## config.mk

```make
export PLATFORM = sky130hd
export DESIGN_NAME = writeback_arbiter
export DESIGN_NICKNAME = d
export VERILOG_FILES = /design/src/rtl/writeback_arb_pkg.sv /design/src/rtl/wb_result_fifo.sv /design/src/rtl/writeback_arbiter.sv
export SDC_FILE = /design/constraint.sdc
export NUM_CORES = 1
export LEC_CHECK = 0
export BUFFER_PORTS_ARGS = -buffer_cell sky130_fd_sc_hd__buf_2
export CAP_MARGIN = 25
export CELL_PAD_IN_SITES_DETAIL_PLACEMENT = 1
export CELL_PAD_IN_SITES_GLOBAL_PLACEMENT = 2
export CORE_ASPECT_RATIO = 1.4
export CORE_MARGIN = 5
export CORE_UTILIZATION = 32
export DETAILED_ROUTE_END_ITERATION = 6
export GPL_ROUTABILITY_DRIVEN = 0
export PLACE_DENSITY = 0.78
export SLEW_MARGIN = 20
export SYNTH_ARGS = -nofsm -noshare
export SYNTH_HDL_FRONTEND = slang
export SYNTH_SLANG_ARGS = --single-unit
```

## constraint.sdc

```tcl
create_clock -name clk -period 3.3 [get_ports clk]
set_clock_uncertainty 0.15 [all_clocks]
set_input_delay 0.165 -clock clk [delete_from_list [all_inputs] [get_ports clk]]
set_output_delay 0.165 -clock clk [all_outputs]
set_load 0.03 [all_outputs]
```

## src/rtl/writeback_arb_pkg.sv

```systemverilog
// Shared types and defaults for the writeback arbiter and its result buffer.
// Holds the starvation-guard state encodings and the x0 register index.
package writeback_arb_pkg;

    typedef enum logic [1:0] {
        IDLE  = 2'd0,
        PEND  = 2'd1,
        FORCE = 2'd2
    } arb_state_e;

    localparam int REG_X0       = 0;
    localparam int DEF_DEPTH    = 2;
    localparam int DEF_MAX_WAIT = 4;

endpackage

```

## src/rtl/wb_result_fifo.sv

```systemverilog
// Small FIFO of {rd, result} pairs from the long-latency unit.
// Exposes per-entry valid bits and destinations so the top can run the decode hazard compare.
module wb_result_fifo
    import writeback_arb_pkg::*;
#(
    parameter int XLEN  = 32,
    parameter int REGW  = 5,
    parameter int DEPTH = DEF_DEPTH
) (
    input  logic                  clk,
    input  logic                  rst,
    input  logic                  push_i,
    input  logic [REGW-1:0]       pushRd_i,
    input  logic [XLEN-1:0]       pushData_i,
    input  logic                  pop_i,
    output logic                  full_o,
    output logic                  empty_o,
    output logic [REGW-1:0]       headRd_o,
    output logic [XLEN-1:0]       headData_o,
    output logic [DEPTH-1:0]      valid_o,
    output logic [DEPTH*REGW-1:0] rdVec_o
);

    localparam int PTRW = $clog2(DEPTH);
    localparam int CNTW = PTRW + 1;

    logic [REGW-1:0]  rdMem_q   [DEPTH];
    logic [XLEN-1:0]  dataMem_q [DEPTH];
    logic [PTRW-1:0]  wptr_q;
    logic [PTRW-1:0]  rptr_q;
    logic [CNTW-1:0]  count_q;
    logic [DEPTH-1:0] valid_q;

    // Pop clears before push sets, so a slot reused in the same cycle stays valid.
    always_ff @(posedge clk or negedge rst) begin
        if (!rst) begin
            wptr_q  <= '0;
            rptr_q  <= '0;
            count_q <= '0;
            valid_q <= '0;
        end else begin
            if (pop_i) begin
                valid_q[rptr_q] <= 1'b0;
                rptr_q          <= rptr_q + PTRW'(1);
            end
            if (push_i) begin
                valid_q[wptr_q] <= 1'b1;
                wptr_q          <= wptr_q + PTRW'(1);
            end
            case ({push_i, pop_i})
                2'b10:   count_q <= count_q + CNTW'(1);
                2'b01:   count_q <= count_q - CNTW'(1);
                default: count_q <= count_q;
            endcase
        end
    end

    always_ff @(posedge clk) begin
        if (push_i) begin
            rdMem_q[wptr_q]   <= pushRd_i;
            dataMem_q[wptr_q] <= pushData_i;
        end
    end

    always_comb begin
        rdVec_o = '0;
        for (int i = 0; i < DEPTH; i++) begin
            rdVec_o[i*REGW +: REGW] = rdMem_q[i];
        end
    end

    assign full_o     = (count_q == CNTW'(DEPTH));
    assign empty_o    = (count_q == '0);
    assign headRd_o   = rdMem_q[rptr_q];
    assign headData_o = dataMem_q[rptr_q];
    assign valid_o    = valid_q;

endmodule

```

## src/rtl/writeback_arbiter.sv

```systemverilog
// Register-file write port arbiter: pipeline result first, buffered long-latency results in idle slots.
// Define WB_ARB_STARVE_EN to enable the starvation guard (wait counter, PEND/FORCE states, StallWB).
module writeback_arbiter
    import writeback_arb_pkg::*;
#(
    parameter int XLEN     = 32,
    parameter int REGW     = 5,
    parameter int DEPTH    = DEF_DEPTH
`ifdef WB_ARB_STARVE_EN
    ,
    parameter int MAX_WAIT = DEF_MAX_WAIT
`endif
) (
    input  logic            clk,
    input  logic            rst,
    input  logic            RegWriteW,
    input  logic [REGW-1:0] RdW,
    input  logic [XLEN-1:0] ResultW,
    input  logic            MduValid,
    output logic            MduReady,
    input  logic [REGW-1:0] MduRd,
    input  logic [XLEN-1:0] MduResult,
    input  logic [REGW-1:0] Rs1D,
    input  logic [REGW-1:0] Rs2D,
    input  logic [REGW-1:0] RdD,
    output logic            HazardPend,
    output logic            StallWB,
    output logic            RegWriteR,
    output logic [REGW-1:0] RdR,
    output logic [XLEN-1:0] ResultR
);

    logic                  fifoFull;
    logic                  fifoEmpty;
    logic [REGW-1:0]       headRd;
    logic [XLEN-1:0]       headResult;
    logic [DEPTH-1:0]      validVec;
    logic [DEPTH*REGW-1:0] rdVec;
    logic                  push;
    logic                  pop;
    logic                  pipeWrite;
    logic                  forceSlot;

    // Results aimed at x0 are acknowledged but never occupy a buffer slot.
    assign MduReady  = rst & ~fifoFull;
    assign push      = MduValid & MduReady & (MduRd != REGW'(REG_X0));
    assign pipeWrite = rst & RegWriteW & (RdW != REGW'(REG_X0)) & ~forceSlot;
    assign pop       = rst & ~pipeWrite & ~fifoEmpty;

    wb_result_fifo #(
        .XLEN (XLEN),
        .REGW (REGW),
        .DEPTH(DEPTH)
    ) uFifo (
        .clk       (clk),
        .rst       (rst),
        .push_i    (push),
        .pushRd_i  (MduRd),
        .pushData_i(MduResult),
        .pop_i     (pop),
        .full_o    (fifoFull),
        .empty_o   (fifoEmpty),
        .headRd_o  (headRd),
        .headData_o(headResult),
        .valid_o   (validVec),
        .rdVec_o   (rdVec)
    );

    always_comb begin
        RegWriteR = 1'b0;
        RdR       = '0;
        ResultR   = '0;
        if (pipeWrite) begin
            RegWriteR = 1'b1;
            RdR       = RdW;
            ResultR   = ResultW;
        end else if (pop) begin
            RegWriteR = 1'b1;
            RdR       = headRd;
            ResultR   = headResult;
        end
    end

    always_comb begin
        logic [REGW-1:0] entRd;
        entRd      = '0;
        HazardPend = 1'b0;
        for (int i = 0; i < DEPTH; i++) begin
            entRd = rdVec[i*REGW +: REGW];
            if (validVec[i] && (entRd != REGW'(REG_X0)) &&
                ((entRd == Rs1D) || (entRd == Rs2D) || (entRd == RdD))) begin
                HazardPend = 1'b1;
            end
        end
    end

`ifdef WB_ARB_STARVE_EN
    localparam int WCW = $clog2(MAX_WAIT + 1);

    arb_state_e     state_q;
    logic [WCW-1:0] waitCnt_q;
    logic           stall_q;
    logic           entriesRemain;

    // After the forced pop, another entry is left if more than one was valid or one arrives now.
    assign entriesRemain = (|(validVec & (validVec - DEPTH'(1)))) | push;

    always_ff @(posedge clk or negedge rst) begin
        if (!rst) begin
            state_q   <= IDLE;
            waitCnt_q <= '0;
            stall_q   <= 1'b0;
        end else begin
            stall_q <= 1'b0;
            if (pop) begin
                waitCnt_q <= '0;
            end else if (!fifoEmpty) begin
                waitCnt_q <= waitCnt_q + WCW'(1);
            end
            case (state_q)
                IDLE: begin
                    if (!fifoEmpty) state_q <= PEND;
                end
                PEND: begin
                    if (fifoEmpty) begin
                        state_q <= IDLE;
                    end else if ((waitCnt_q == WCW'(MAX_WAIT - 1)) && !pop) begin
                        state_q <= FORCE;
                        stall_q <= 1'b1;
                    end
                end
                FORCE: begin
                    state_q <= entriesRemain ? PEND : IDLE;
                end
                default: state_q <= IDLE;
            endcase
        end
    end

    assign forceSlot = stall_q;
    assign StallWB   = stall_q;
`else
    assign forceSlot = 1'b0;
    assign StallWB   = 1'b0;
`endif

endmodule

```

# Word-level counts from Yosys, hierarchy flattened
# Memory sizes are Yosys's and may differ from the RTL's.
# Index checks and enable logic that the tools add are counted.
# W data, S select, Z words.
[word_totals]
n_memories = 2
ff_bits = 6
input_bits = 93
out_inout_bits = 41
ram_bits = 74
wordCells = 69
[classes]
order_cmp = 4
reduce_logical = 16
n_addsub = 4
bitwise_logic = 13
n_eq_ne = 9
n_mux = 17
[memory_table]
columns = ["name", "depth", "word_bits", "rd", "rd_clocked_by_memory_dff", "write_ports", "line_no", "source"]
rows = [
  ["uFifo.dataMem_q", 2, 32, 1, 0, 1, "wb_result_fifo.sv:28", "logic [XLEN-1:0] dataMem_q [DEPTH];"],
  ["uFifo.rdMem_q", 2, 5, 3, 0, 1, "wb_result_fifo.sv:27", "logic [REGW-1:0] rdMem_q [DEPTH];"],
]
[op_table]
columns = ["op", "count"]
rows = [
  ["$mux W32", 2],
  ["$eq A5 B5 Y1", 6],
  ["$reduce_bool A5 Y1", 4],
  ["$mux W5", 2],
  ["$mux W1", 8],
  ["$and A1 B1 Y1", 7],
  ["$logic_and A1 B1 Y1", 6],
  ["$eq A2 B2 Y1 const B", 2],
  ["$logic_or A1 B1 Y1", 4],
  ["$lt A1 B2 Y1 const B", 2],
  ["$mux W2", 2],
  ["$pmux W2 S2", 1],
  ["$not A1 Y1", 3],
  ["$add A1 B1 Y1 const B", 2],
  ["$add A2 B1 Y2 const B", 1],
  ["$and A2 B2 Y2", 1],
  ["$demux W1 S1", 2],
  ["$eq A2 B1 Y1 const B", 1],
  ["$ge A1 B1 Y1 const B", 2],
  ["$logic_not A2 Y1", 1],
  ["$not A2 Y2", 1],
  ["$or A2 B2 Y2", 1],
  ["$reduce_bool A2 Y1", 1],
  ["$sub A2 B1 Y2 const B", 1],
]

# Depth between registers and ports, before layout
# Gate-level depths: netlist of the first run.
[logic_depth]
ltp_word = 9
ltp_mapped = 9
ltp_nobuf = 8

# By module
# A second synthesis of the first run with hierarchy kept.
[hier_totals]
hier_cells = 246
hier_area_um2 = 3779.9
[by_module_without_submodules]
columns = ["mod", "cells_per_inst", "area_each_um2", "seq_area_each_um2", "instances"]
rows = [
  ["wb_result_fifo", 138, 2945.3, 2372.3, 1],
  ["writeback_arbiter", 108, 834.6, 0.0, 1],
]

# Least setup slack after synthesis of the first run
# OpenSTA, ideal clock, no wires.
[synth_path]
kind = "register -> register"
from = "register uFifo.count_q[0]"
to = "memory uFifo.dataMem_q[0][0] (enable)"
setup_time_ns = 0.431
t_required_ns = 2.719
setup_slack_ns = -0.437
t_arrival_ns = 3.155
synth_period_minus_slack_ns = 3.737
path_buffers = 0
path_stages_with_launch = 6
path_cell_list = "dfrtp_1 -> inv_1 -> a21boi_0 -> o211a_1 -> inv_1 -> nor2_1"
[synth_via]
elab_chain_len = 7
[synth_lines]
columns = ["element", "line_no", "source"]
rows = [
  ["from (decl)", "wb_result_fifo.sv:31", "logic [CNTW-1:0] count_q;"],
  ["from (signal assigned)", "wb_result_fifo.sv:51", "2'b10: count_q <= count_q + CNTW'(1);"],
  ["from (signal assigned)", "wb_result_fifo.sv:52", "2'b01: count_q <= count_q - CNTW'(1);"],
  ["from (signal assigned)", "wb_result_fifo.sv:53", "default: count_q <= count_q;"],
  ["$eq A2 B2 Y1", "wb_result_fifo.sv:72", "assign full_o = (count_q == CNTW'(DEPTH));"],
  ["$not A1 Y1", "writeback_arbiter.sv:45", "assign MduReady = rst & ~fifoFull;"],
  ["$and A1 B1 Y1", "writeback_arbiter.sv:45", ""],
  ["named net MduReady", "writeback_arbiter.sv:20", "output logic MduReady,"],
  ["$and A1 B1 Y1 (2 in a row)", "writeback_arbiter.sv:46", "assign push = MduValid & MduReady & (MduRd != REGW'(REG_X0));"],
  ["$mux W1", "wb_result_fifo.sv:59", "if (push_i) begin"],
  ["$mux W1 (not written as such)", "wb_result_fifo.sv:61", "dataMem_q[wptr_q] <= pushData_i;"],
  ["to (decl)", "wb_result_fifo.sv:28", ""],
]
# The timed path passes the listed nets, and every way through them passes these cells.

# Final worst setup path of the first run
[layout_path]
from = "input port rst"
to = "output port ResultR[25]"
[layout_via]
elab_chain_len = 7
[layout_lines]
columns = ["element", "line_no", "source"]
rows = [
  ["from (decl)", "writeback_arbiter.sv:15", "input logic rst,"],
  ["$and A1 B1 Y1 (2 in a row)", "writeback_arbiter.sv:47", "assign pipeWrite = rst & RegWriteW & (RdW != REGW'(REG_X0)) & ~forceSlot;"],
  ["$not A1 Y1", "writeback_arbiter.sv:48", "assign pop = rst & ~pipeWrite & ~fifoEmpty;"],
  ["$and A1 B1 Y1 (2 in a row)", "writeback_arbiter.sv:48", ""],
  ["$mux W32", "writeback_arbiter.sv:77", "end else if (pop) begin"],
  ["$mux W32 (*)", "writeback_arbiter.sv:73", "if (pipeWrite) begin"],
  ["to (decl)", "writeback_arbiter.sv:30", "output logic [XLEN-1:0] ResultR"],
]
# Every way passes the cells marked *; elsewhere a longest branch is shown, timed or not.

==> run metrics, run 1 <==
largest family of logic cells by synthesized area=multiplexers; DP Worst Slack=~0.85 ns; GRT Util Overall=between 10 and 15%; cells after synthesis=280; H-tree levels=3; Vias/cell=around 4.7; share of async-settable or async-resettable flops after synthesis=under 10%; Root Buffer=clkbuf_16; Pre-antenna DRT Iters=4; TNS Setup=0 ns; routed length per instance=between 15 and 20 um; Fin Hold WS=0.0742 ns; initial antenna violation count=0; # rows=47; footprint of the multi-input gates=1340 sq um; Yosys Warn Count=0; FF-to-FF setup slack=~0.95 ns; count leader, synth=edfxtp_1; vias post-DR=2849; Hold Vio Cnt, Final=0; Achievable Freq=approximately 350 MHz; worst reg2reg path endpoint=uFifo.dataMem_q[0][4]; WS Path Type=in -> out; first-pass GRT wire length=between 15 and 20 mm; Post-Syn Area=3790 sq um; Finished Layout Cells=approximately 600; die height=about 140 um; hold path cells=3; CP startpoint=rst; worst-margin pin slew=about 0.81 ns; sequential cell area=2370 sq um; Inserted Clock Buffers=9; vias in the first global route=~3300; min-delay worst type=in -> reg; CTS tree=done; Post-synth EDFFs=74; CTS resizes=0; DIE AREA=14200 sq um; outcome=complete, no violations; VDD IR max=389 uV; Period minus WS final=a little under 3 ns; share of cells above drive strength 1=between 30% and 40%; Synth Area in Compound Gates=8.80%; Post-Synth Simple-Gate Area=just under 8%; Final Cycle Share=approximately 87%; CP max FO=22; Max Root-Sink Buffers=2; Seq/Total Area, Yosys=between 60% and 70%; Seq cells post-synth=80; Die W=between 100 and 150 um; CORE AREA=11700 sq um; worst setup margin=0.419 ns; Max Slew Vio Count=0; initial core utilization=approximately a third; HPWL Detailed=between 7 and 8 mm; power density over the cells=between 600 and 700 nW/um^2; wirelength, routed=around 10 mm; Hold Crit Start=MduValid; CP top delay family=buffers and inverters; Clock Latency Late Sink=~0.33 ns; post-synthesis xor/xnor area fraction=8.28%; Worst-path clk slew=0.06 ns; worst-case reg-to-reg path depth=6; crit path max-delay cell type=dlygate4sd3_1; CP endpoint kind=primary output; Crit path required time=2.98 ns; I/O pin cnt=~130; number of diodes=0; RSZ-0062 raised after global routing=false; worst path cell trace=dlygate4sd3_1 -> buf_2 -> o21ai_0 -> or2_2 -> buf_4 -> o21ai_0 -> buf_2; Area growth, synth to finish=39.7%; Inst Count DP=550; CP Launch Type=input port; biggest area consumer among synthesized cells=edfxtp_1; top post-synthesis cells by count=edfxtp_1, mux2i_1, nand2_1; worst reg2reg startpoint=uFifo.count_q[0]; largest net degree at the start of global routing=39; CP max stage delay=roughly 0.53 ns; Final nets=546; multiplexer share of the synthesized area=approximately a tenth; # DRC=0; Synth Area in Adders=less than 1%; Lkg Pwr=~0.0022 uW; area share of the largest cell type after synthesis=58.6%; cell count along the critical path=7; max cap viols=0; Mean Syn Cell Area=around 14 sq um; Synth area leaders=edfxtp_1, mux2i_1, xnor2_1, o21ai_2, dfrtp_1; Worst Path Arrival=2.57 ns; Clock Sinks=80; global route total overflow=0; Final ANT Viol Nets=0; # setup viols final=0; distinct cell type count of the synthesized netlist=34; Slew HR=about 46%; port buffer count=~130; crit path capture=ResultR[25]; Detailed Route Iter0 Violations=just over 100; Net Count, Synth=between 300 and 400; Buf/Inv on CP=4; ys flop type=edfxtp_1; Layout fillers=between 1000 and 1500
## cell type report
| class | count | area share (%) |
|---|---|---|
| inverter | 3 | 0.212 |
| tap | 147 | 3.47 |
| clock buffer | 9 | 4.25 |
| sequential | 80 | 44.8 |
| clock inverter | 7 | 1.93 |
| multi-input combinational | 184 | 25.2 |
| timing repair buffer | 174 | 20.2 |
## sequential cells by signal (all words and copies together) (netlist names)
name / flops
uFifo.rdMem_q: 10
uFifo.count_q: 2
uFifo.wptr_q: 1
uFifo.dataMem_q: 64
uFifo.valid_o: 2
uFifo.rptr_q: 1
## repair_timing
action                                 CTS  global route
endpoints found under the hold margin   80             0
hold buffers                            38             0
buffers inserted                         0             0
## cells by family (layout without fill, tap and decap cells)
family,after synthesis,in the layout
XOR/XNOR,35,35
other,1,1
AND/OR/NAND/NOR,63,63
adder cells (fa/ha/maj),1,1
multiplexers,37,37
buffers and inverters,16,193
AO/OA/AOI/OAI,47,47
flip-flops,80,80
## placed cells by master (no fill, tap or decap), drive strengths merged, types with 2 or more instances in the layout
cell type,Yosys,routed
or4,3,3
edfxtp,74,74
o31ai,2,2
o21ai,40,40
clkinv,0,2
mux2i,37,37
dfrtp,6,6
bufinv,0,2
nor3,9,9
xor2,14,14
clkbuf,5,9
xnor2,21,21
nand3,10,10
dlygate4sd3,0,38
inv,3,5
buf,8,136
nor2,3,3
nand2,35,35
## power breakdown
part | switching [uW] | internal, uW | total (uW)
registers | 163 | 1280 | 1440
logic | 656 | 438 | 1090
clock network | 398 | 670 | 1070
## per-layer routing
metal  vias up  track usage, %  wire length [um]
li1       1376               -                 -
met1      1372            15.5              3680
met2        88            26.4              5410
met3        13            4.58               682
met4         0            5.11               189
met5         -               0                 0
## worst reg2reg max path, cell delays in order, from the launching register on
cell      delay [ns]
dfrtp_1         0.41
inv_1           0.05
a21boi_0        0.34
o211a_1         0.28
inv_1           0.11
nor2_4          0.21
buf_4           0.44
## how the worst min path moves through the flow
stage / endpoint / slack [ns]
5_1_grt: uFifo.wptr_q / 0.06
3_3_place_gp: uFifo.wptr_q / -0.10
4_1_cts: uFifo.wptr_q / 0.06
6_report: uFifo.wptr_q / 0.07
3_5_place_dp: uFifo.wptr_q / -0.1
2_1_floorplan: uFifo.count_q[0] / -0.28
## stage by stage
| step | util, % | total power, uW | area [sq um] |
|---|---|---|---|
| CTS | 45.3 | 3660 | 5300 |
| floorplan | - | 2210 | 3800 |
| global route | 45.3 | 3800 | 5300 |
| global placement | 39.3 | 2520 | 4590 |
| finish | 45.3 | 3600 | 5300 |
| detailed placement | 39.3 | 2540 | 4590 |
Note: power is estimated with default switching activity, not from simulation.
==> inputs of run 2 (changes only) <==
ABC_AREA = 1   (was default)
CAP_MARGIN = 40   (was 25)
CORE_UTILIZATION = 29   (was 32)
==> run metrics, run 2 <==
# setup viols final=0 (unchanged); Crit path required time=2.98 ns (about the same); routed length per instance=15.7 um (-4.8%); largest net degree at the start of global routing=38 (-2.6%); I/O pin cnt=134 (unchanged); ys flop type=edfxtp_1; CP max FO=18 (-18%); RSZ-0062 raised after global routing=false; top post-synthesis cells by count=nand2_1, edfxtp_1, nand3_1; Detailed Route Iter0 Violations=106 (+2.9%); CORE AREA=12900 sq um (+11%); Inserted Clock Buffers=9 (unchanged); cells after synthesis=406 (+45%); H-tree levels=3 (unchanged); biggest regs=uFifo.dataMem_q: 64 flops, uFifo.rdMem_q: 10 flops; Clock Latency Late Sink=0.32 ns (about the same); share of async-settable or async-resettable flops after synthesis=7.50% (unchanged); Max Slew Vio Count=0 (unchanged); Synth area leaders=edfxtp_1, nand2_1, nand3_1, dfrtp_1, inv_1; distinct cell type count of the synthesized netlist=25 (-26%); initial antenna violation count=1 (+1); Post-Syn Area=3840 sq um (+1.3%); Final nets=673 (+23%); die height=146 um (+5.3%); Hold Vio Cnt, Final=0 (unchanged); Final ANT Viol Nets=0 (unchanged); vias in the first global route=3835 (+17%); Worst-path clk slew=0.05 ns (about the same); biggest area consumer among synthesized cells=edfxtp_1; Max Root-Sink Buffers=2 (unchanged); area post-placement=4680 sq um (+2.0%); HPWL Detailed=8.75 mm (+20%); Seq cells post-synth=80 (unchanged); power density over the cells=617 nW/um^2 (-9.1%); first-pass GRT wire length=19.0 mm (+19%); area share of the largest cell type after synthesis=57.8% (-0.76 points); count leader, synth=nand2_1; commonest non-fill, non-tap cell in the layout=nand2_1; port buffer count=132 (unchanged); DIE AREA=15700 sq um (+11%); Final Cycle Share=83.5% (-3.8 points); Slew HR=56.6% (+11 points); most frequent cells in the layout=nand2_1, buf_2, edfxtp_1; global route total overflow=0 (unchanged); final std cell area, no fill=5330 sq um (+0.52%); Largest Register=uFifo.dataMem_q; Pre-antenna DRT Iters=4 (unchanged); Seq/Total Area, Yosys=61.7% (-0.81 points); Yosys Warn Count=0 (unchanged); vias post-DR=3369 (+18%); min-delay worst type=in -> async; CTS tree=done; Layout fillers=1559 (+23%); footprint of the multi-input gates=1250 sq um (-6.0%); sequential cell area=2370 sq um (about the same); Fin Hold WS=0.0712 ns (-0.00292 ns); CP endpoint kind=primary output; # rows=49 (+4.3%); Lkg Pwr=0.00246 uW (+12%); max cap viols=0 (unchanged); Worst Path Arrival=2.44 ns (-0.13 ns); Area growth, synth to finish=38.6%; Root Buffer=clkbuf_16; Post-synth EDFFs=74 (unchanged); Net Count, Synth=500 (+34%); worst-margin pin slew=0.646 ns (-0.165 ns); Die W=107 um (+5.2%); initial core utilization=29.7% (-2.7 points); wirelength, routed=12.0 mm (+20%); CP Launch Type=input port; Period minus WS final=2.76 ns (-0.125 ns); outcome=complete, no violations; max reg flops=64 (unchanged); # DRC=0 (unchanged); Clock Sinks=80 (unchanged); Setup Buffers After CTS=0 (unchanged); Mean Syn Cell Area=9.47 sq um (-30%); share of cells above drive strength 1=26.7% (-12 points); VDD IR max=351 uV (-9.7%); GRT Util Overall=15.7% (+1.1 points); WS Path Type=in -> out; Achievable Freq=363 MHz (+4.5%); Vias/cell=4.42 (-6.4%)
[run 2: cell types whose count changed in the layout (fill, tap and decap cells not counted), moves of 3 or more]
cell	before	now
mux2i_1	37	0
o21ai_0	21	6
clkinv_1	0	4
nor3_1	8	1
or4_1	3	0
inv_1	2	35
nor2_1	2	22
o21ai_2	19	0
a21oi_1	0	3
nand3_1	10	46
xnor2_1	20	7
xor2_1	14	4
nand2_1	35	177
[run 2: path summary, 6_finish.rpt]
check / depth (start not counted) / from / end / slack [ns]
setup / recovery: 10 / rst / ResultR[21] / 0.54
hold / removal: 2 / rst / uFifo.count_q[1] / 0.07
setup reg to reg: 5 / uFifo.count_q[0] / uFifo.dataMem_q[1][0] / 1.13
hold reg to reg: 2 / uFifo.valid_o[0] / uFifo.valid_o[0] / 0.37
max in group asynchronous: 2 / rst / uFifo.wptr_q / 2.76
min in group clk: 3 / MduValid / uFifo.wptr_q / 0.26
[run 2: final cells by class]
cell class	count	share of cell area [%]
Sequential cell	80	44.5
Multi-Input combinational cell	278	23.5
Timing Repair Buffer	173	20.2
Clock buffer	9	4.23
Tap cell	178	4.18
Inverter	37	2.61
Clock inverter	7	0.704
Antenna cell	1	0.0469
[run 2: repair_timing]
item,4_1_cts,5_1_grt
gates resized for setup,0,0
hold buffers,38,0
hold endpoints to repair,80,0
[run 2: worst max-delay path, stage by stage]
cell and delay, ns:
dlygate4sd3_1 0.53, buf_2 0.19, nand2_1 0.08, inv_1 0.08
nand2_2 0.13, clkinv_1 0.53, buf_12 0.38, nand2_1 0.06
nand3_1 0.08, buf_2 0.20
[run 2: layer usage]
| layer | track usage [%] | part of all wire, % |
|---|---|---|
| met1 | 15.0 | 35 |
| met2 | 31.4 | 57 |
| met3 | 3.00 | 4.9 |
| met4 | 6.46 | 2.7 |
| met5 | 0 | 0 |
[run 2: cell families after synthesis]
| logic type | after synthesis | synth area share (%) |
|---|---|---|
| other cells | 1 | 0.0975 |
| compound gates | 11 | 1.76 |
| buf+inv | 48 | 6.05 |
| fa+ha+maj | 1 | 0.325 |
| simple gates | 254 | 27.6 |
| flops | 80 | 61.7 |
| xor+xnor | 11 | 2.51 |
[run 2: power by group]
part           leakage (uW)  switching, uW  internal, uW
clock              0.000128            356           500
combinational       0.00158            758           321
sequential         0.000747           79.9          1270
[run 2: per-stage QoR]
stage	TNS (ns)	util, %	setup slack (ns)	instances	power [uW]
2_1_floorplan	-12.99	-	-0.176	406	2090
3_3_place_gp	0	36.2	1.04	708	2430
3_5_place_dp	0	36.2	0.997	708	2450
4_1_cts	0	41.2	0.479	762	3360
5_1_grt	0	41.2	0.364	763	3490
6_report	0	41.2	0.543	763	3290
